[config.mk]
export PLATFORM = sky130hd
export DESIGN_NAME = hazard_stall_unit
export DESIGN_NICKNAME = d
export VERILOG_FILES = /design/src/rtl/hazard_stall_unit.sv
export SDC_FILE = /design/constraint.sdc
export NUM_CORES = 1
export LEC_CHECK = 0
export CELL_PAD_IN_SITES_DETAIL_PLACEMENT = 0
export CELL_PAD_IN_SITES_GLOBAL_PLACEMENT = 1
export CORE_MARGIN = 2
export CORE_UTILIZATION = 19
export CTS_CLUSTER_SIZE = 25
export DETAILED_ROUTE_END_ITERATION = 10
export GPL_TIMING_DRIVEN = 0
export HOLD_SLACK_MARGIN = 0.03
export PLACE_DENSITY = 0.85
export SLEW_MARGIN = 20
export SYNTH_ARGS = -nofsm -noshare
export SYNTH_HDL_FRONTEND = slang
export SYNTH_SLANG_ARGS = --single-unit
[constraint.sdc]
create_clock -name i_clock -period 4.7 [get_ports i_clock]
set_input_delay 1.175 -clock i_clock [delete_from_list [all_inputs] [get_ports i_clock]]
set_output_delay 1.175 -clock i_clock [all_outputs]
set_load 0.02 [all_outputs]
[src/rtl/hazard_stall_unit.sv]
// Stall/bubble generator for the ID stage of the 5-stage MIPS pipeline.
// Optional stall-cycle counter enabled by defining HAZARD_STALL_COUNTER_EN.
module hazard_stall_unit #(
    parameter int NB_REG_ADDR = 5,
    parameter int NB_CNT      = 32
) (
    input  logic                   i_clock,
    input  logic                   i_reset,
    input  logic                   i_valid,
    input  logic [NB_REG_ADDR-1:0] i_rs,
    input  logic [NB_REG_ADDR-1:0] i_rt,
    input  logic                   i_uses_rt,
    input  logic                   i_branch,
    input  logic                   i_jump_rs,
    input  logic                   i_jinst,
    input  logic [NB_REG_ADDR-1:0] i_rd_ex,
    input  logic                   i_we_ex,
    input  logic                   i_memread_ex,
    input  logic [NB_REG_ADDR-1:0] i_rd_mem,
    input  logic                   i_we_mem,
    input  logic                   i_memread_mem,
    output logic                   o_stall_pc,
    output logic                   o_stall_ifid,
    output logic                   o_bubble_idex,
    output logic [NB_CNT-1:0]      o_stall_count
);

    typedef enum logic {
        ST_RUN  = 1'b0,
        ST_HOLD = 1'b1
    } state_t;

    state_t r_state;

    logic w_ma_ex, w_mb_ex, w_ma_mem, w_mb_mem;
    logic w_dep_ex, w_dep_mem, w_ctrl;
    logic w_need1, w_need2, w_stall;

    // jr/jalr only read rs, so the rt comparison is suppressed for them.
    assign w_ma_ex  = (i_rs == i_rd_ex)  && (i_rd_ex  != '0) && !i_jinst;
    assign w_mb_ex  = (i_rt == i_rd_ex)  && (i_rd_ex  != '0) && i_uses_rt && !i_jump_rs && !i_jinst;
    assign w_ma_mem = (i_rs == i_rd_mem) && (i_rd_mem != '0) && !i_jinst;
    assign w_mb_mem = (i_rt == i_rd_mem) && (i_rd_mem != '0) && i_uses_rt && !i_jump_rs && !i_jinst;

    assign w_dep_ex  = (w_ma_ex  || w_mb_ex)  && i_we_ex;
    assign w_dep_mem = (w_ma_mem || w_mb_mem) && i_we_mem;
    assign w_ctrl    = i_branch || i_jump_rs;

    assign w_need2 = w_ctrl && w_dep_ex && i_memread_ex;
    assign w_need1 = (w_dep_ex && i_memread_ex)
                  || (w_ctrl && w_dep_ex)
                  || (w_ctrl && w_dep_mem && i_memread_mem);

    assign w_stall = i_reset && ((r_state == ST_HOLD) || w_need1 || w_need2);

    assign o_stall_pc    = w_stall;
    assign o_stall_ifid  = w_stall;
    assign o_bubble_idex = w_stall;

    always_ff @(posedge i_clock or negedge i_reset) begin
        if (!i_reset) begin
            r_state <= ST_RUN;
        end else if (i_valid) begin
            case (r_state)
                ST_RUN:  r_state <= w_need2 ? ST_HOLD : ST_RUN;
                ST_HOLD: r_state <= ST_RUN;
                default: r_state <= ST_RUN;
            endcase
        end
    end

`ifdef HAZARD_STALL_COUNTER_EN
    logic [NB_CNT-1:0] r_stall_count;

    // Saturating: the debug unit prefers a pinned maximum over a wrap.
    always_ff @(posedge i_clock or negedge i_reset) begin
        if (!i_reset) begin
            r_stall_count <= '0;
        end else if (i_valid && w_stall && (r_stall_count != '1)) begin
            r_stall_count <= r_stall_count + NB_CNT'(1);
        end
    end

    assign o_stall_count = r_stall_count;
`else
    assign o_stall_count = '0;
`endif

endmodule
==> results.json, run 1 <==
{
  "status": "finished clean",
  "ctsResizeCount": 0,
  "yosys-top-cells-area": "buf_4, xnor2_1, nand2_1, dfrtp_1, nand3_1",
  "seq_area_frac_synth_pct": 3.98,
  "ys_seq_elements": 1,
  "fin_util_pct": 36.4,
  "vias_per_cell": 3.35,
  "largest_register": "r_state",
  "clk_latency_ns": 0,
  "synth_mux_area_share_pct": 0,
  "grt_pass1_wl_um": 2280,
  "synth-simple-area-share_pct": 20.1,
  "grt_max_degree": 5,
  "io_buffers": 33,
  "end_kind": "output pin",
  "synth_top_area_share_pct": 40.6,
  "drive_gt1_share_pct": 25.3,
  "num_vias": 649,
  "fin_cells": 194,
  "firstDrtPassIters": 4,
  "synth-compound-area-share_pct": 8.37,
  "cp_slowest_cell": "or4_4",
  "drv_slew": 0,
  "period_share_pct": 95.7,
  "layout.nets": 183,
  "wl_per_cell_um": 8.41,
  "cts.clk_slew.worst_paths_ns": 0,
  "synth-adder-area-share_pct": 0,
  "yosysWarnings": 0,
  "worst_path_largest_cell_delay_ns": 0.58,
  "crit_path_max_fanout": 3,
  "cp-start-kind": "input pin",
  "power.leakage_nw": 0.522,
  "routed_wl_um": 1630,
  "r2r_cells": 3,
  "cp_cell_sequence": "clkdlybuf4s50_1 > or4_4 > a21oi_2 > nor4_1 > o21ai_2 > nand2_1 > buf_4 > clkdlybuf4s50_1",
  "p_per_area_nw_per_um2": 96.7,
  "synth_xor_area_share_pct": 25.1,
  "rows": 20,
  "dp.cells": 194,
  "start_util_pct": 20.2,
  "syn_inst": 86,
  "fmax_mhz": 222,
  "clock_skew_ns": 0,
  "worstPathRequired_ns": 3.52,
  "report.final.setup_viol": 0,
  "grt_setup_unrepaired": "false",
  "layout_min_cycle_time_ns": 4.50,
  "largest_registers": "r_state: 1 flops",
  "antenna_found_initial": 0,
  "overflow": 0,
  "arrival_ns": 3.32,
  "avgSynthCellArea_um2": 7.30,
  "hold_path_class": "register to register",
  "die-area_um2": 3780,
  "maxCapViolations": 0,
  "setup_tns_ns": 0,
  "power_w": 0.000109,
  "fill_cells": 345,
  "core_um2": 3100,
  "post-cts-setup-buffers": 0,
  "hold_buffers": 0,
  "area_growth_pct": 79.9,
  "yosysTopAreaCell": "buf_4",
  "hpwl_um": 1510,
  "largest_reg_flops": 1,
  "path_class": "input pin to output pin",
  "ys_types": 23,
  "die_h_um": 61.5,
  "max-vdd-ir-drop_mv": 0.0266,
  "first_global_vias": 539,
  "path_common_cell": "clkdlybuf4s50_1",
  "gp_congestion": 0.784,
  "syn-cell-area_um2": 628,
  "drt_iter0_drc": 16,
  "synth_top_family_by_area": "buffers and inverters",
  "die_x_um": 61.5,
  "io_pins": 66,
  "placed_area_um2": 1130,
  "antenna_left": 0,
  "hold_depth": 2,
  "finalHoldViolCount": 0,
  "antenna_cells": 0,
  "fin_area_um2": 1130,
  "grt_usage_pct": 7.55,
  "drc_errors": 0
}
[final cells by class]
class | count | area [um2] | share of cell area (%)
multi-input cells | 80 | 457 | 40.4
repair buffers | 33 | 330 | 29.2
flip-flops and latches | 1 | 25.0 | 2.21
inverters | 2 | 7.51 | 0.664
well taps | 44 | 55.1 | 4.87
plain buffers | 34 | 255 | 22.6
[synthesized netlist by cell type]
| master | number |
|---|---|
| buf_4 | 34 |
| or4_4 | 1 |
| xnor2_1 | 18 |
| a2111oi_0 | 1 |
| nor3b_1 | 1 |
| nor2b_1 | 1 |
| nand2b_1 | 1 |
| nor2_1 | 2 |
| o22ai_1 | 2 |
| nand4b_1 | 1 |
| nand4_1 | 2 |
| dfrtp_1 | 1 |
| nand2_1 | 7 |
| nand3_1 | 4 |
| nor4_1 | 1 |
| or2_2 | 1 |
| o21ai_2 | 1 |
| inv_1 | 2 |
| a21oi_2 | 1 |
| o21a_1 | 1 |
| or4_1 | 1 |
| a31oi_1 | 1 |
| conb_1 | 1 |
[metrics by stage]
stage / setup WS, ns / hold WS, ns
floorplan: 1.16 / 0.552
global placement: 0.197 / 0.567
detailed placement: 0.186 / 0.579
CTS: 0.189 / 0.579
global route: 0.0378 / 0.603
finish: 0.204 / 0.573
[per-layer routing]
| layer | global-route usage (%) | wire length, um |
|---|---|---|
| met5 | 0 | 0 |
| met4 | 0 | 0 |
| met3 | 0.420 | 166 |
| met2 | 17.1 | 898 |
| met1 | 7.59 | 566 |
[path summary, 6_finish.rpt]
path,start,endpoint,slack (ns)
hold / removal,r_state,r_state,0.57
hold reg to reg,r_state,r_state,0.57
max in group asynchronous,i_reset,r_state,3.16
min in group asynchronous,i_reset,r_state,1.38
setup reg to reg,r_state,r_state,3.98
setup / recovery,i_rd_mem[0],o_stall_pc,0.20
[kinds of logic after synthesis]
group / count (synthesis)
buffers and inverters: 36
xor gates and xnor gates: 18
and+or+nand+nor: 23
other: 1
AOI/OAI and AO/OA: 7
DFF: 1
[worst max-delay path, delay by kind of cell]
family	cells	cell delay (ns)
and+or+nand+nor	3	0.74
AOI/OAI and AO/OA	2	0.25
buffers and inverters	3	1.14
[placed cells by master, fill, tap and decap left out, types with 2 or more instances in the layout]
master	Yosys	final
o22ai_1	2	2
xnor2_1	18	18
nand3_1	4	4
nor2_1	2	2
buf_4	34	34
inv_1	2	2
clkdlybuf4s50_1	0	33
nand4_1	2	2
conb_1	1	32
nand2_1	7	7
[power by group]
part | leakage, nW | switching [W] | total [W] | internal, W
logic | 0.508 | 0.0000459 | 0.000100 | 0.0000545
registers | 0.0140 | 0.0000000318 | 0.00000885 | 0.00000881
clock network | 0 | 0 | 0 | 0
total | 0.522 | 0.0000459 | 0.000109 | 0.0000633
(Power assumes the default switching activity.)
==> run 2: changes to the inputs <==
clock period = 5.2 ns   (was 4.7 ns; I/O delays follow)
==> results of run 2 <==
Same layout as run 1 (identical final DEF). Status: finished clean.
Among the figures that moved: setup slack after placement 0.186 ns -> 0.436 ns; setup slack after layout 0.204 ns -> 0.454 ns; register-to-register setup slack 3.98 ns -> 4.48 ns; total power 0.000109 W -> 0.0000988 W; worst IR drop on VDD 0.0266 mV -> 0.0240 mV
==> run 3: changes to the inputs <==
CTS_CLUSTER_SIZE = 16   (was 25)
SETUP_SLACK_MARGIN = 0.02   (was not set)
==> results of run 3 <==
Same layout as run 1 (identical final DEF). Status: finished clean.
Among the figures that moved: setup slack after placement 0.186 ns -> 0.436 ns; setup slack after layout 0.204 ns -> 0.454 ns; register-to-register setup slack 3.98 ns -> 4.48 ns; total power 0.000109 W -> 0.0000988 W; worst IR drop on VDD 0.0266 mV -> 0.0240 mV
